## src/rtl/hazard_ctrl.sv

```systemverilog
// Central pipeline controller for the 5-stage core: load-use stall, branch flush,
// debug halt, and saturating stall/flush event counters.
module hazard_ctrl #(
  parameter int ADDR_W       = 5,
  parameter int LOAD_STALL   = 1,
  parameter int FLUSH_CYCLES = 1,
  parameter int CNT_W        = 16
) (
  input  logic              clk,
  input  logic              rst,
  input  logic [ADDR_W-1:0] id_read_addr_1,
  input  logic [ADDR_W-1:0] id_read_addr_2,
  input  logic              id_read_en_1,
  input  logic              id_read_en_2,
  input  logic              ex_reg_write_enable,
  input  logic              ex_reg_write_select,
  input  logic [ADDR_W-1:0] ex_reg_write_addr,
  input  logic              mem_branch_taken,
  input  logic              halt,
  output logic              stall_flag,
  output logic              branch_flag,
  output logic              pc_write_enable,
  output logic              pc_select,
  output logic [CNT_W-1:0]  stall_count,
  output logic [CNT_W-1:0]  flush_count,
  output logic [1:0]        state_o
);

  localparam logic [1:0] ST_RUN   = 2'd0;
  localparam logic [1:0] ST_STALL = 2'd1;
  localparam logic [1:0] ST_FLUSH = 2'd2;
  localparam logic [1:0] ST_HALT  = 2'd3;

  // A single-cycle stall/flush never leaves RUN, and its reload value is then zero.
  localparam logic [2:0] STALL_RELOAD = 3'(LOAD_STALL - 1);
  localparam logic [2:0] FLUSH_RELOAD = 3'(FLUSH_CYCLES - 1);
  localparam logic [1:0] STALL_NEXT   = (LOAD_STALL > 1) ? ST_STALL : ST_RUN;
  localparam logic [1:0] FLUSH_NEXT   = (FLUSH_CYCLES > 1) ? ST_FLUSH : ST_RUN;
  localparam logic [CNT_W-1:0] CNT_ONE = {{(CNT_W-1){1'b0}}, 1'b1};

  function automatic logic [CNT_W-1:0] sat_inc(input logic [CNT_W-1:0] v);
    return (&v) ? v : v + CNT_ONE;
  endfunction

  logic [1:0]       state_q, state_d;
  logic [2:0]       rem_q, rem_d;
  logic [CNT_W-1:0] stall_count_q, stall_count_d;
  logic [CNT_W-1:0] flush_count_q, flush_count_d;
  logic             hz_s;
  logic             stall_inc_s, flush_inc_s;
  logic             stall_flag_s, branch_flag_s, pc_write_enable_s, pc_select_s;

  // Load-use detection; x0 is hardwired to zero so it is never a real dependency.
  always_comb begin
    hz_s = 1'b0;
    if (ex_reg_write_enable && ex_reg_write_select && (ex_reg_write_addr != {ADDR_W{1'b0}})) begin
      hz_s = (id_read_en_1 && (id_read_addr_1 == ex_reg_write_addr)) ||
             (id_read_en_2 && (id_read_addr_2 == ex_reg_write_addr));
    end else begin
      hz_s = 1'b0;
    end
  end

  // Control decode: priority rst > halt > branch > hazard, outputs act in the detect cycle.
  always_comb begin
    state_d           = state_q;
    rem_d             = rem_q;
    stall_inc_s       = 1'b0;
    flush_inc_s       = 1'b0;
    stall_flag_s      = 1'b0;
    branch_flag_s     = 1'b0;
    pc_write_enable_s = 1'b1;
    pc_select_s       = 1'b0;
    if (rst) begin
      branch_flag_s     = 1'b1;
      pc_write_enable_s = 1'b0;
    end else if (halt) begin
      stall_flag_s      = 1'b1;
      pc_write_enable_s = 1'b0;
      state_d           = ST_HALT;
      rem_d             = 3'd0;
    end else if (mem_branch_taken && ((state_q == ST_RUN) || (state_q == ST_STALL))) begin
      // A branch resolving during a stall discards the stall: the stalled instruction is wrong-path.
      branch_flag_s = 1'b1;
      pc_select_s   = 1'b1;
      flush_inc_s   = 1'b1;
      state_d       = FLUSH_NEXT;
      rem_d         = FLUSH_RELOAD;
    end else begin
      case (state_q)
        ST_RUN: begin
          if (hz_s) begin
            stall_flag_s      = 1'b1;
            pc_write_enable_s = 1'b0;
            stall_inc_s       = 1'b1;
            state_d           = STALL_NEXT;
            rem_d             = STALL_RELOAD;
          end else begin
            state_d = ST_RUN;
          end
        end
        ST_STALL: begin
          stall_flag_s      = 1'b1;
          pc_write_enable_s = 1'b0;
          stall_inc_s       = 1'b1;
          if (rem_q <= 3'd1) begin
            state_d = ST_RUN;
            rem_d   = 3'd0;
          end else begin
            rem_d = rem_q - 3'd1;
          end
        end
        ST_FLUSH: begin
          branch_flag_s = 1'b1;
          if (rem_q <= 3'd1) begin
            state_d = ST_RUN;
            rem_d   = 3'd0;
          end else begin
            rem_d = rem_q - 3'd1;
          end
        end
        ST_HALT: begin
          stall_flag_s      = 1'b1;
          pc_write_enable_s = 1'b0;
          state_d           = ST_RUN;
        end
        default: begin
          state_d = ST_RUN;
          rem_d   = 3'd0;
        end
      endcase
    end
    stall_count_d = stall_inc_s ? sat_inc(stall_count_q) : stall_count_q;
    flush_count_d = flush_inc_s ? sat_inc(flush_count_q) : flush_count_q;
  end

  // State, remaining-cycle and counter registers.
  always_ff @(posedge clk) begin
    if (rst) begin
      state_q       <= ST_RUN;
      rem_q         <= 3'd0;
      stall_count_q <= {CNT_W{1'b0}};
      flush_count_q <= {CNT_W{1'b0}};
    end else begin
      state_q       <= state_d;
      rem_q         <= rem_d;
      stall_count_q <= stall_count_d;
      flush_count_q <= flush_count_d;
    end
  end

  assign stall_flag      = stall_flag_s;
  assign branch_flag     = branch_flag_s;
  assign pc_write_enable = pc_write_enable_s;
  assign pc_select       = pc_select_s;
  assign stall_count     = stall_count_q;
  assign flush_count     = flush_count_q;
  assign state_o         = state_q;

endmodule
```

## config.mk

```make
export PLATFORM = sky130hd
export DESIGN_NAME = hazard_ctrl
export DESIGN_NICKNAME = d
export VERILOG_FILES = /design/src/rtl/hazard_ctrl.sv
export SDC_FILE = /design/constraint.sdc
export NUM_CORES = 1
export LEC_CHECK = 0
export BUFFER_PORTS_ARGS = -buffer_cell sky130_fd_sc_hd__buf_4
export CORE_MARGIN = 3
export CORE_UTILIZATION = 50
export CTS_CLUSTER_SIZE = 24
export DETAILED_ROUTE_END_ITERATION = 10
export PLACE_DENSITY = 0.78
export SLEW_MARGIN = 20
export SYNTH_ARGS = -nofsm -noshare
export SYNTH_HDL_FRONTEND = slang
export SYNTH_SLANG_ARGS = --single-unit
```

## constraint.sdc

```tcl
create_clock -name clk -period 2.3 [get_ports clk]
set_input_delay 0.115 -clock clk [delete_from_list [all_inputs] [get_ports clk]]
set_output_delay 0.115 -clock clk [all_outputs]
set_load 0.05 [all_outputs]
```

Word-level counts from Yosys, hierarchy flattened
Cells that the tools add are included.

operators by class
  magnitude comparators = 1
  divide/modulo/power cells = 0
  multipliers = 0
  mux-type cells = 29
  bitwise gates (word level) = 2
  add/subtract/negate cells = 3
  shift-type cells = 0
  eq/ne operators = 7
  reduce and logical (&&, ||, !) cells = 19

operator list
  cell                   count
  $add 16x1->16 const B  2
  $reduce_and 16->1      2
  $mux 1                 19
  $eq 5x5->1             2
  $mux 2                 3
  $mux 3                 2
  $pmux 1 s2             3
  $pmux 3 s2             1
  $reduce_and 2->1       3
  $reduce_or 2->1        3
  $logic_and 1x1->1      5
  $reduce_bool 5->1      1
  $eq 2x2->1 const B     2
  $ne 4x1->1 const B     1
  $pmux 2 s2             1
  $le 3x1->1 const B     1
  $reduce_or 3->1        1
  $sub 3x1->3 const B    1
  $eq 2x1->1 const B     1
  $logic_not 2->1        1
  $logic_or 1x1->1       2
  $ne 2x2->1 const B     1
  $not 1->1              2
  $reduce_bool 2->1      1

storage, ports and cells
  flip-flop bits (word level) = 37
  RAM bits = 0
  word-level logic and storage cells = 65
  input port bits = 23
  bits in latches = 0
  memories = 0
  bits in read-only memories = 0

Logic depth before layout (Yosys ltp)
  depth after elaboration = 10
  gate-level depth with buffers = 7

Worst setup path before layout
OpenSTA, ideal clock, no wires.

  path kind = reg2reg
  from = register state_q[0], in the netlist state_o[0]
  to = register flush_count_q[12], in the netlist flush_count[12]
  setup slack = -0.132 ns
  buffers on the path = 0
  stages on the path, launching flop included = 6
  data arrival time = 2.305 ns
  setup time = 0.128 ns
  clock period less this slack = 2.432 ns
  cells stage by stage = dfxtp_1 -> nor4b_4 -> nand3_1 -> nor4_1 -> xnor2_1 -> nor2_1

on the way
  longest elaborated chain between the ends = 7
  elaborated cells on any way between the ends = 8

RTL lines
  item                                           RTL line  text
  start, declared                                45        logic [1:0] state_q, state_d;
  start signal, assigned                         145       state_q <= state_d;
  $eq 2x1->1 or $logic_not 2->1 (tied branches)  82        end else if (mem_branch_taken && ((state_q == ST_RUN) || (state_q == ST_STALL))) begin
  $logic_or 1x1->1 *                             82
  $logic_and 1x1->1 *                            82
  $mux 1 * (3 in series)                         --
  via pc_select                                  23        output logic pc_select,
  $reduce_and 2->1 (no source line) *            --
  end signal, assigned                           143       flush_count_q <= {CNT_W{1'b0}};
  end signal, assigned                           148       flush_count_q <= flush_count_d;
  end, declared                                  48        logic [CNT_W-1:0] flush_count_q, flush_count_d;

Mark *: on every way through the listed nets, which the timed path passes. The rest lies on a longest branch.
A chain may end at the register's enable or synchronous reset.

Worst setup path after layout
  from = register state_q[0], in the netlist state_o[0]
  to = register stall_count_q[3], in the netlist stall_count[3]

on the way
  longest elaborated chain between the ends = 7
  elaborated cells on any way between the ends = 9

RTL lines
  item                                                                RTL line  text
  parallel branches: the longest is 3 deep, another holds $eq 2x1->1  --
  $mux 1 *                                                            82
  $mux 1 *                                                            77        end else if (halt) begin
  $mux 1 *                                                            74        if (rst) begin
  $reduce_and 2->1 (no source line) *                                 --
  end signal, assigned                                                142       stall_count_q <= {CNT_W{1'b0}};
  end signal, assigned                                                147       stall_count_q <= stall_count_d;
  end, declared                                                       47        logic [CNT_W-1:0] stall_count_q, stall_count_d;

Every way passes the cells marked *.

==> reports/results.env <==
MULTI_INPUT_GATE_AREA_IN_THE_FINAL_LAYOUT_UM2=1210
TIMING.CRITICAL_PATH.REQUIRED_NS=2.47
TIMING.HOLD.WORST.CLASS='input pin to flip-flop'
DIE_AREA_UM2=4630
CTS_MAX_PATH_BUFFERS=2
CTS-BUFFERS-INSERTED=5
NUM-NETS-FINAL=314
SLEW-LIMIT-HEADROOM_PCT=56.2
CTS.REPORTEDPATHS.CLKPINSLEW_NS=0.07
POWER-PER-CELL-AREA_nW_PER_UM2=460
DP_WORST_SETUP_SLACK_NS=0.315
CPMAXSTAGEDELAYCELL='nor4_2'
ROUTE.DETAILED.VIAS_PER_INST=5.58
NUM_ANTENNA_CELLS=0
CTS.REPAIR_TIMING.SETUP_BUFFER_COUNT=0
FINALHOLDVIOLATIONS=0
SYN-CELL-AREA_UM2=1930
DRTITER0DRC=84
FINAL.SETUP_SKEW_NS=0.00782
FINALWIRELENGTH_MM=4.70
YOSYSTOPAREACELL='dfxtp_1'
PLACEMENT_ROWS=21
MAXCAPVIOLCOUNT=0
HOLD_BUFFERS=0
START_UTIL_PCT=54.7
DESIGN_POWER_TOTAL_mW=1.16
REGISTER_AREA_UM2=662
CLK-INSERTION-DELAY-LATE_NS=0.28
SYNTH_ASYNC_SR_FLOP_SHARE_PCT=0
NUMBER_OF_SEARCH_AND_REPAIR_ITERATIONS_IN_THE_FIRST_DETAILED_ROUTING_PASS=4
CELLLEAKAGEPOWER_nW=1.03
POST_ROUTE_CELLS_DRIVE_ABOVE_1_SHARE_PCT=32.5
NUMPLACEDINSTANCES=328
IO_BUFFER_COUNT=60
CELLS_ALONG_THE_CRITICAL_PATH='nor4_2 -> nand2_2 -> nor4_1 -> mux2_2'
GR-USAGE-ALL-LAYERS_PCT=20.8
CLOCKROOTBUFFER='clkbuf_8'
FILLER_CELL_COUNT=321
MINIMUM_PERIOD_IMPLIED_BY_THE_FINAL_WORST_SETUP_SLACK_NS=2.06
NUMBER_OF_ANTENNA_VIOLATIONS_AT_THE_FIRST_CHECK_IN_GLOBAL_ROUTING=0
HOLD_DEPTH=2
STARTPOINT_TYPE='flip-flop'
SYNTH_AREA_LEADERS='dfxtp_1, mux2_2, xnor2_1, nor2_1, nor2b_1'
FINALWEIGHTEDCONGESTION=0.847
VIA_COUNT_OF_THE_FIRST_GLOBAL_ROUTING_PASS=1615
AREA_DELTA_SYNTH_FINAL_PCT=30.8
ANT_NETS=0
GLOBAL_ROUTE_CONGESTION_OVERFLOW_TOTAL=0
DIE_H_UM=68.1
FINALSETUPVIOLCOUNT=0
SETUP_SLACK_NS=0.240
PEAKVDDDROP_mV=0.310
SYNTH-SEQ-CELLS=33
WORSTSETUPENDPOINTTYPE='flip-flop'
POST_SYNTH_INST_COUNT=228
YOSYS.CELL_TYPES.COUNT=41
MAX_FREQ_MHz=485
CTS-RESIZED-GATES=0
MOST-COMMON-LAYOUT-CELLS='buf_4, dfxtp_1, nor2_1, nand2_1'
SYNTH_FF_TYPE='dfxtp_1'
CTS_MAX_LEVEL=2
WORST_PIN_SLEW_NS=0.651
RSZ0062_AT_GRT='false'
DRCVIOLATIONCOUNT=0
SYNTH_TOP_CELL_AREA_SHARE_PCT=34.3
WORSTREGTOREGCELLS=4
FINAL_COMMON_CELL='buf_4'
ROUTED-VIA-COUNT=1869
SYNTH-EDFF-COUNT=0
FINALSETUPTNS_NS=0
IO-PIN-COUNT=61
CRITICAL_PATH.MAX_FANOUT=15
STATUS='complete, no violations'
SYNTH.YOSYS.WARNINGS=0
SYNTH.NET_COUNT=253
GRT_PASS1_WL_MM=7.32
GRT_START_MAX_NET_PINS=35
LAYOUT.CELLS.NON_FILLER=335
SYNTH.YOSYS.SEQ_AREA_SHARE_PCT=34.3
CRIT_PATH_MAX_INCR_DELAY_NS=0.50
FINAL-MAX-SLEW-VIOLATION-COUNT=0
CTS_TREE='built'
SYN-MEAN-INSTANCE-AREA_UM2=8.45
DP_HPWL_MM=3.49
CLKSINKCOUNT=33
WIRE_PER_INST_UM=14.0
CORE_AREA_UM2=3520
DIE_WIDTH_UM=68.1
TIMING.SETUP.CRITICAL_PATH_CLASS='flip-flop to flip-flop'
FINAL_MIN_PERIOD_OVER_CLOCK_PERIOD_PCT=89.6
CP.ARRIVAL_NS=2.23
[cell usage after synthesis (2+ instances only)]
master	n
nand2_1	17
nor4_2	2
xor2_1	8
mux2i_1	2
clkbuf_1	5
and2_1	4
and4_1	4
o41ai_1	2
dfxtp_1	33
buf_4	2
nor4_1	11
buf_2	2
o31ai_1	3
nor2b_1	13
nand4_1	10
nor3_1	7
o311ai_0	2
buf_1	3
or3_1	2
ha_1	2
a21oi_1	9
nand3_1	9
and3_1	5
xnor2_1	13
inv_1	2
or4_1	2
nor2_1	27
mux2_2	13
nand2b_1	2
[worst paths after layout]
kind,startpoint,endpoint,slack (ns)
max,state_o[0]$_SDFF_PP0_,stall_count[3]$_SDFFE_PP0P_,0.24
min,rst,flush_count[6]$_SDFFE_PP0P_,0.11
max reg2reg,state_o[0]$_SDFF_PP0_,stall_count[3]$_SDFFE_PP0P_,0.24
min reg2reg,flush_count[9]$_SDFFE_PP0P_,flush_count[9]$_SDFFE_PP0P_,0.50
[cell type report]
class	count	share of cell area, %
repair buffers	66	19.7
clock buffers	6	3.28
clock inverters	1	0.298
flip-flops and latches	33	26.3
inverters	2	0.298
multi-input cells	181	47.9
well taps	46	2.28
[where the power goes]
| part | switching, mW | internal [mW] |
|---|---|---|
| combinational | 0.0809 | 0.0565 |
| clock | 0.208 | 0.236 |
| sequential | 0.00394 | 0.574 |
| total | 0.293 | 0.867 |
[layer usage]
metal  up-vias  track usage (%)  wire length [um]
met5         -                0                 0
met4         0             7.44                59
met3         6             6.08               381
met2        63             33.0              2180
met1       853             26.6              2080
li1        947                -                 -
[registers in the layout (all words and copies together), names as in the netlist]
register     cells
flush_count     16
stall_count     16
state_o          1
[cell families after synthesis]
logic type | synth area share (%)
fa+ha+maj | 1.30
simple gates | 35.1
mux | 8.64
buf+inv | 3.25
xor+xnor | 9.55
flops | 34.3
compound gates | 7.92
[through the flow]
stage	hold slack [ns]	util (%)	area (um^2)
2_1_floorplan	0.243	-	1930
3_3_place_gp	0.391	69.0	2430
6_report	0.106	71.6	2520
4_1_cts	0.108	71.6	2520
3_5_place_dp	0.405	69.0	2430
5_1_grt	0.113	71.6	2520
[worst max-delay path, delay by kind of cell, from the launching register on]
kind          cells  cell delay [ns]
mux               1             0.37
flops             1             0.35
simple gates      3             1.23
Note: power is estimated with default switching activity, not from simulation.
